$ cat src/rtl/regfile_pkg.sv
// regfile_pkg
// Shared defaults and helpers for the register file with integrated
// scoreboard. Holds the default data width and register count, the index
// of the hard-wired zero register, and the address-width helper used to
// size every address port.
package regfile_pkg;

    localparam int XLEN_DEFAULT  = 32;
    localparam int NREGS_DEFAULT = 32;
    localparam int ZERO_IDX      = 0;

    // Address width for a register file of nregs entries.
    // A single-entry file still needs a one-bit address port.
    function automatic int addr_width(input int nregs);
        return (nregs > 1) ? $clog2(nregs) : 1;
    endfunction

endpackage

$ cat src/rtl/busy_table.sv
// busy_table
// Scoreboard of pending writes: one busy bit per architectural register.
// Ports:
//   clk, rst_n            clock, asynchronous active-low reset
//   ra          [NRD*AW]  read-port addresses for the busy lookups
//   issue_valid/issue_wa  claim of a destination register (set port)
//   wb_valid/wb_wa        retirement of a register (clear port)
//   rd_busy     [NRD]     per-port busy, suppressed by a same-cycle retire
//   issue_ready           claim can be accepted this cycle
//   wb_err                sticky: a retire hit a register that was not busy
module busy_table
    import regfile_pkg::*;
#(
    parameter int NREGS    = NREGS_DEFAULT,
    parameter int NRD      = 2,
    parameter int ZERO_REG = 1,
    parameter int AW       = addr_width(NREGS)
) (
    input  logic              clk,
    input  logic              rst_n,
    input  logic [NRD*AW-1:0] ra,
    input  logic              issue_valid,
    input  logic [AW-1:0]     issue_wa,
    input  logic              wb_valid,
    input  logic [AW-1:0]     wb_wa,
    output logic [NRD-1:0]    rd_busy,
    output logic              issue_ready,
    output logic              wb_err
);

    logic [NREGS-1:0] busy;
    logic [NREGS-1:0] busy_nxt;
    logic             set_en;
    logic             clr_en;
    logic             err_set;

    // The zero register (when enabled) can never be claimed or retired.
    function automatic logic writable(input logic [AW-1:0] a);
        return !((ZERO_REG != 0) && (int'(a) == ZERO_IDX));
    endfunction

    // Claim/retire decode and next busy vector. The clear is applied before
    // the set so that a claim and a retire of the same register in one cycle
    // leaves it busy: the new claim owns the register after the edge.
    // A retire only counts as an error if the register is idle and is not
    // being claimed in the same cycle.
    always_comb begin
        issue_ready = !writable(issue_wa) || !busy[issue_wa] ||
                      (wb_valid && (wb_wa == issue_wa));
        set_en      = issue_valid && issue_ready && writable(issue_wa);
        clr_en      = wb_valid && writable(wb_wa);
        err_set     = clr_en && !busy[wb_wa] &&
                      !(set_en && (issue_wa == wb_wa));
        busy_nxt    = busy;
        if (clr_en) begin
            busy_nxt[wb_wa] = 1'b0;
        end
        if (set_en) begin
            busy_nxt[issue_wa] = 1'b1;
        end
        rd_busy = '0;
        for (int i = 0; i < NRD; i++) begin
            rd_busy[i] = busy[ra[i*AW +: AW]] &&
                         !(wb_valid && (wb_wa == ra[i*AW +: AW]));
        end
    end

    // Scoreboard state and sticky error flag; reset drops every claim.
    always_ff @(posedge clk or negedge rst_n) begin
        if (!rst_n) begin
            busy   <= '0;
            wb_err <= 1'b0;
        end else begin
            busy <= busy_nxt;
            if (err_set) begin
                wb_err <= 1'b1;
            end
        end
    end

endmodule

$ cat src/rtl/regfile_scoreboard.sv
// regfile_scoreboard
// Parametrised register file with NRD combinational read ports, one
// write-back port with same-cycle bypass and a scoreboard of pending writes.
// Ports:
//   clk, rst_n              clock, asynchronous active-low reset
//   ra        [NRD*AW]      read addresses, port i at [i*AW +: AW]
//   rd        [NRD*XLEN]    read data, port i at [i*XLEN +: XLEN]
//   rd_busy   [NRD]         port i register has an unretired claim
//   issue_valid, issue_wa   destination claim from the issue stage
//   issue_ready             claim accepted (fire = valid & ready)
//   wb_valid, wb_wa, wb_wd  write-back of a result
//   wb_err                  sticky: write-back to a register that was idle
module regfile_scoreboard
    import regfile_pkg::*;
#(
    parameter  int XLEN     = XLEN_DEFAULT,
    parameter  int NREGS    = NREGS_DEFAULT,
    parameter  int NRD      = 2,
    parameter  int ZERO_REG = 1,
    localparam int AW       = addr_width(NREGS)
) (
    input  logic                clk,
    input  logic                rst_n,
    input  logic [NRD*AW-1:0]   ra,
    output logic [NRD*XLEN-1:0] rd,
    output logic [NRD-1:0]      rd_busy,
    input  logic                issue_valid,
    input  logic [AW-1:0]       issue_wa,
    output logic                issue_ready,
    input  logic                wb_valid,
    input  logic [AW-1:0]       wb_wa,
    input  logic [XLEN-1:0]     wb_wd,
    output logic                wb_err
);

    logic [NREGS-1:0][XLEN-1:0] mem;
    logic                       wb_write;

    function automatic logic writable(input logic [AW-1:0] a);
        return !((ZERO_REG != 0) && (int'(a) == ZERO_IDX));
    endfunction

    assign wb_write = wb_valid && writable(wb_wa);

    // Register storage. Writes to the zero register are dropped, so its
    // flop stays at its reset value of zero.
    always_ff @(posedge clk or negedge rst_n) begin
        if (!rst_n) begin
            mem <= '0;
        end else if (wb_write) begin
            mem[wb_wa] <= wb_wd;
        end
    end

    // Read muxes: zero register first, then the write-back bypass, then storage.
    always_comb begin
        rd = '0;
        for (int i = 0; i < NRD; i++) begin
            if (!writable(ra[i*AW +: AW])) begin
                rd[i*XLEN +: XLEN] = '0;
            end else if (wb_valid && (wb_wa == ra[i*AW +: AW])) begin
                rd[i*XLEN +: XLEN] = wb_wd;
            end else begin
                rd[i*XLEN +: XLEN] = mem[ra[i*AW +: AW]];
            end
        end
    end

    busy_table #(
        .NREGS    (NREGS),
        .NRD      (NRD),
        .ZERO_REG (ZERO_REG),
        .AW       (AW)
    ) u_busy_table (
        .clk         (clk),
        .rst_n       (rst_n),
        .ra          (ra),
        .issue_valid (issue_valid),
        .issue_wa    (issue_wa),
        .wb_valid    (wb_valid),
        .wb_wa       (wb_wa),
        .rd_busy     (rd_busy),
        .issue_ready (issue_ready),
        .wb_err      (wb_err)
    );

endmodule

$ cat config.mk
export PLATFORM = sky130hd
export DESIGN_NAME = regfile_scoreboard
export DESIGN_NICKNAME = d
export VERILOG_FILES = /design/src/rtl/regfile_pkg.sv /design/src/rtl/busy_table.sv /design/src/rtl/regfile_scoreboard.sv
export SDC_FILE = /design/constraint.sdc
export NUM_CORES = 2
export LEC_CHECK = 0
export CAP_MARGIN = 40
export CORE_MARGIN = 2
export CORE_UTILIZATION = 50
export DETAILED_ROUTE_END_ITERATION = 7
export MAX_ROUTING_LAYER = met4
export PLACE_DENSITY = 0.78
export RECOVER_POWER = 100
export SYNTH_ARGS = -nofsm -noshare
export SYNTH_HDL_FRONTEND = slang
export SYNTH_SLANG_ARGS = --single-unit
$ cat constraint.sdc
create_clock -name clk -period 2.8 [get_ports clk]
set_input_delay 0.42 -clock clk [delete_from_list [all_inputs] [get_ports clk]]
set_output_delay 0.42 -clock clk [all_outputs]
set_load 0.01 [all_outputs]
; ---- Word-level counts from Yosys, hierarchy flattened
; Index checks and enable logic that the tools add are counted.
[classes]
order_cmp = 6
eq_ne = 4
n_bitwise = 3
n_mux = 25
n_reduce_logical = 26
[ops]
columns = operator, count
row1 = 1024-bit bitwise mux, 1
row2 = 32-bit binary-select mux with 5-bit select, 2
row3 = 32-bit two-way mux, 9
row4 = 32-bit demux with 5-bit select, 1
row5 = 32-bit bitwise AND, 1
row6 = 32-bit NOT, 1
row7 = 32-bit bitwise OR, 1
row8 = 5-bit by 6-bit < comparator with 1-bit output (second input constant), 4
row9 = 1-bit binary-select mux with 5-bit select, 4
row10 = 5-bit equality test, 4
row11 = 5-bit zero test, 4
row12 = 1-bit logical AND, 13
row13 = 1-bit demux with 5-bit select, 2
row14 = 5-bit by 1-bit greater-or-equal comparator with 1-bit output (second input constant), 2
row15 = 1-bit zero test, 7
row16 = 1-bit two-way mux, 6
row17 = 1-bit logical OR, 2
[totals]
input_bits = 56
reg_bits = 1057
elab_cells = 98

; ---- Depth between registers and ports, before layout
[depth]
depth_word = 10
ltp_mapped = 10
mapped_depth_nobuf = 6

; ---- Cells and area by module
; Synthesis repeated with hierarchy kept, for this count alone.
[unflattened]
cells_unflattened = 4076
area_unflattened_um2 = 57661.6
[modules_own_cells]
columns = module, cells_per_inst, n_inst, area_per_inst_um2
row1 = regfile_scoreboard, 3749, 1, 54528.5
row2 = busy_table, 327, 1, 3133.0

; ---- Worst setup path before layout
; No wires, ideal clock.
[synth_timing]
path_kind = input to output
from = in ra[5]
to = out rd[58]
arrival_ps = 2082
path_stages = 7
n_path_buf = 3
path_slack_ps = 298
path_cell_list = clkbuf_2 -> buf_6 -> buf_2 -> mux4_2 -> a211oi_1 -> nand2_1 -> a32o_1
[synth_between]
elab_chain_len = 4
word_cells_on_any_way = 7
cone_classes = eq/ne: 1 / mux: 4 / reduce/logical: 2
[synth_lines]
columns = element, line_no
row1 = "start, declared", regfile_scoreboard.sv:24  ; input logic [NRD*AW-1:0] ra,
row2 = 32-bit binary-select mux with 5-bit select / 5-bit equality test (equally long branches), "regfile_scoreboard.sv:64, regfile_scoreboard.sv:61"
row3 = 32-bit two-way mux (implied by the code) / 1-bit logical AND (equally long branches), "regfile_scoreboard.sv:64, regfile_scoreboard.sv:61"
row4 = 32-bit two-way mux, regfile_scoreboard.sv:61  ; end else if (wb_valid && (wb_wa == ra[i*AW +: AW])) begin
row5 = 32-bit two-way mux (*), regfile_scoreboard.sv:59  ; if (!writable(ra[i*AW +: AW])) begin
row6 = "end, declared", regfile_scoreboard.sv:25  ; output logic [NRD*XLEN-1:0] rd,
; Every way passes the cells marked *; elsewhere a longest branch is shown, timed or not. The select of a mux whose other input is x is not followed.

; ---- Worst setup path after layout
[layout_timing]
from = reg mem[1023] in the netlist's numbering
to = out rd[31]
[layout_between]
elab_chain_len = 4
[layout_lines]
columns = element, line_no
row1 = "start, declared", regfile_scoreboard.sv:36  ; logic [NREGS-1:0][XLEN-1:0] mem;
row2 = "start signal, assigned by index", regfile_scoreboard.sv:51  ; mem[wb_wa] <= wb_wd;
row3 = 32-bit binary-select mux with 5-bit select, regfile_scoreboard.sv:64  ; rd[i*XLEN +: XLEN] = mem[ra[i*AW +: AW]];
row4 = 32-bit two-way mux (implied by the code), regfile_scoreboard.sv:64
row5 = 32-bit two-way mux, regfile_scoreboard.sv:61
row6 = 32-bit two-way mux, regfile_scoreboard.sv:59
; No other way between the ends. The select of a mux whose other input is x is not followed.

==> results.yml <==
routing:
  drt_pass1_iterations: 8
  wl_met1_um: 71100
  top_signal_layer_used: "met4"
  dr.first_iter.drc_count: 5568
  post_drt_via_cell_ratio: 7.02
  drt-total-wl_um: 205000
  vias: 42100
  dr_wl_met2_um: 90300
  postRouteAntennaNets: 0
  detail_route.drc_violations: 0
  met3_wire_length_um: 27400
  wl_per_cell_um: 34.2
sta:
  final.hold.worst_slack_ps: 399
  post-route-period-util_pct: 109
  grt_setup_unrepaired: "yes"
  final-max-slew-violation-count: 34
  final_critical_path_setup_slack_ps: -248
  hold_viol_final: 0
  finalSetupViolations: 49
  worst-slew-pin-transition_ps: 2330
  achievable-frequency_mhz: 328
  max_slew_margin_pct: -55.5
  timing.clock.skew_ps: 6.11
  fin_crit_ps: 3050
worst_setup_path:
  cp_data_arrival_time_ps: 2630
  critPathMaxFanout: 3
  crit_slowest_cell: "sky130_fd_sc_hd__mux4_2"
  critical_path_class: "flip-flop to output pin"
  critical_path.startpoint_type: "flip-flop"
  crit_path_cell_chain: "mux4_2 -> nand2_2 -> nand4_1 -> a32o_2 -> buf_6"
  reg2reg_setup_slack_ps: 450
  critical_path_s_largest_stage_delay_ps: 480
  endpoint_kind: "output pin"
  critPathRequiredTime_ps: 2380
cts:
  numCtsBuffers: 107
  cts-root-buf: "sky130_fd_sc_hd__clkbuf_16"
  cts.reportedPaths.clkPinSlew_ps: 70
  worstSkewPairLatency_ps: 690
  clk_path_buf_depth: 3
  clock_sinks: 1057
  cts_tree: "yes"
  h-tree-depth: 3
yosys:
  yosys_warnings: 0
  synth_largest_type_area_fraction_pct: 46.3
  synthesis.area_um2: 57200
  syn_nets: 3962
  synth_edf_count: 0
  netlist_instances: 3906
  synthesis.area_per_instance_um2: 14.6
  synth_seq_cells: 1057
  yosys.area.top_type: "sky130_fd_sc_hd__dfrtp_1"
  netlist_cell_types: 60
  postSynth.asyncResetShare_pct: 100
  seq_area_frac_synth_pct: 46.3
  yosys_most_used_dff: "sky130_fd_sc_hd__dfrtp_1"
  post_synth_main_area_contributors: "sky130_fd_sc_hd__dfrtp_1, sky130_fd_sc_hd__mux4_2, sky130_fd_sc_hd__mux2_2, sky130_fd_sc_hd__mux2i_1, sky130_fd_sc_hd__mux2_1"
placement:
  instance_area_at_placement_um2: 64200
  final_weighted_congestion_of_routability_driven_global_placement: 0.949
  place.detailed.instances: 5634
  port_buffers: 123
  final_hpwl_from_detailed_placement_um: 127000
worst_hold_path:
  min-delay-path-class: "flip-flop to flip-flop"
power_and_ir_drop:
  powerDensity_nw_per_um2: 689
  power.static_leakage_uw: 0.0308
  worst_ir_drop_vdd_v: 0.000649
  total_power_uw: 48600
global_routing:
  via_count_of_the_first_global_routing_pass: 43800
  grt_start_max_net_pins: 137
  gr-total-overflow: 0
  antenna_found_initial: 4
  globalRouteTotalUtil_pct: 35.7
  grt_first_pass_wirelength_um: 297000
die:
  start_util_pct: 50.2
  die_x_um: 342
  rows: 124
  ioPinCount: 124
  core-area_um2: 114000
  dieArea_um2: 117000
  floorplan.die.height_um: 342
layout:
  stdcell_count: 6001
  post-route-cell-area_um2: 70400
  drive_above_1_share_pct: 58.1
  layout.nets: 4451
  flow.area_growth_from_synthesis_pct: 23.2
  final_core_util_pct: 61.9
outcome:
  run_status: "complete, but fails checks"
  violations_in_the_final_reports: "capacitance limit, slew limit, setup timing"
flow_run:
  drv.max_cap_violation_count: 1
-- layout by cell type (no fill, tap or decap), types with 22 or more instances in the layout --
master and instances:
sky130_fd_sc_hd__a211oi_2 31, sky130_fd_sc_hd__a21oi_1 23, sky130_fd_sc_hd__a22o_1 47, sky130_fd_sc_hd__a22oi_2 61, sky130_fd_sc_hd__a32o_1 26, sky130_fd_sc_hd__buf_12 100, sky130_fd_sc_hd__buf_2 52, sky130_fd_sc_hd__buf_4 442
sky130_fd_sc_hd__buf_6 61, sky130_fd_sc_hd__clkbuf_1 40, sky130_fd_sc_hd__clkbuf_16 112, sky130_fd_sc_hd__clkbuf_2 47, sky130_fd_sc_hd__clkbuf_4 27, sky130_fd_sc_hd__clkdlybuf4s50_1 35, sky130_fd_sc_hd__clkinv_2 22, sky130_fd_sc_hd__dfrtp_1 1055
sky130_fd_sc_hd__mux2_1 121, sky130_fd_sc_hd__mux2_2 871, sky130_fd_sc_hd__mux2i_1 164, sky130_fd_sc_hd__mux4_2 475, sky130_fd_sc_hd__nand2_1 87, sky130_fd_sc_hd__nor2_1 50, sky130_fd_sc_hd__o22ai_1 48
-- logic make-up after synthesis --
| group | Yosys count | share of synthesized area, % |
|---|---|---|
| AOI/OAI and AO/OA | 429 | 5.69 |
| and+or+nand+nor | 279 | 2.31 |
| DFF | 1057 | 46.3 |
| xor gates and xnor gates | 15 | 0.230 |
| buffers and inverters | 478 | 4.05 |
| muxes | 1648 | 41.4 |
-- path summary, 6_finish.rpt --
| kind | from | end | depth (start not counted) |
|---|---|---|---|
| setup / recovery | mem[1023] | rd[31] | 5 |
| hold / removal | mem[14] | mem[14] | 0 |
| setup reg to reg | u_busy_table.busy[17] | u_busy_table.busy[7] | 9 |
| hold reg to reg | mem[14] | mem[14] | 0 |
| max in group asynchronous | rst_n | u_busy_table.busy[17] | 3 |
| min in group asynchronous | rst_n | mem[21] | 2 |
-- cells in the mapped netlist, types with 5 or more instances --
cell and n:
sky130_fd_sc_hd__nand4_1 14, sky130_fd_sc_hd__a21oi_1 46, sky130_fd_sc_hd__or3_1 6, sky130_fd_sc_hd__buf_2 173, sky130_fd_sc_hd__o22ai_1 76, sky130_fd_sc_hd__a221o_1 8
sky130_fd_sc_hd__mux2_1 116, sky130_fd_sc_hd__nand2b_1 6, sky130_fd_sc_hd__a211oi_1 41, sky130_fd_sc_hd__xor2_1 9, sky130_fd_sc_hd__inv_1 20, sky130_fd_sc_hd__a22oi_1 72
sky130_fd_sc_hd__a22o_1 47, sky130_fd_sc_hd__nand2_1 111, sky130_fd_sc_hd__buf_1 8, sky130_fd_sc_hd__clkinv_1 6, sky130_fd_sc_hd__a221oi_1 26, sky130_fd_sc_hd__xnor2_1 6
sky130_fd_sc_hd__nor3b_1 8, sky130_fd_sc_hd__mux4_2 475, sky130_fd_sc_hd__a32o_1 47, sky130_fd_sc_hd__clkbuf_1 217, sky130_fd_sc_hd__nand3_1 34, sky130_fd_sc_hd__o21ai_0 6
sky130_fd_sc_hd__nor2b_1 20, sky130_fd_sc_hd__nand3b_1 5, sky130_fd_sc_hd__dfrtp_1 1057, sky130_fd_sc_hd__o21ai_1 15, sky130_fd_sc_hd__o221ai_1 23, sky130_fd_sc_hd__nor2_1 54
sky130_fd_sc_hd__buf_4 25, sky130_fd_sc_hd__mux2i_1 180, sky130_fd_sc_hd__mux2_2 877, sky130_fd_sc_hd__buf_6 28
-- critical path: cells and delay by family (launching register included) --
kind	cells	cell delay [ps]
flops	1	410
buf+inv	1	120
simple gates	2	450
mux	1	480
compound gates	1	410
-- final cells by class --
type,instances,area (um2)
fill,7830,43400
multi-input combinational,2371,30100
sequential,1057,26500
timing repair buffer,832,7980
clock buffer,141,3020
tap,1512,1890
clock inverter,56,896
inverter,26,101
antenna,6,15.0
-- flip-flops by register name, indices dropped and copies added (netlist names) --
name	count
mem	1024
u_busy_table.wb_err	1
u_busy_table.busy	32
-- per-stage QoR --
step,setup slack (ps),setup TNS [ps]
final,-248,-4810
after global routing,-281,-36110
after CTS,-255,-3960
after detailed placement,-1230,-78650
after global placement,-1230,-70330
after floorplan,298,0
-- power breakdown --
group	switching (uW)	leakage [uW]	total [uW]	internal (uW)
Sequential	2220	0.0135	20400	18200
Clock	6650	0.00191	16000	9380
Combinational	5150	0.0154	12100	6940
-- per-layer routing --
| metal | up-vias | track usage, % |
|---|---|---|
| li1 | 16200 | - |
| met1 | 21800 | 44.9 |
| met2 | 3170 | 50.7 |
| met3 | 993 | 10.2 |
| met4 | 0 | 23.3 |
| met5 | - | - |
-- repair_timing --
action | 4_1_cts | 5_1_grt
endpoints found under the setup margin | 67 | 67
hold buffers | 1 | 0
pin swaps | 191 | 97
buffers inserted | 135 | 41
endpoints found under the hold margin | 74 | 0
gates cloned | 7 | 5
gates resized for setup | 604 | 134
Power figures use the tool's default switching activity.
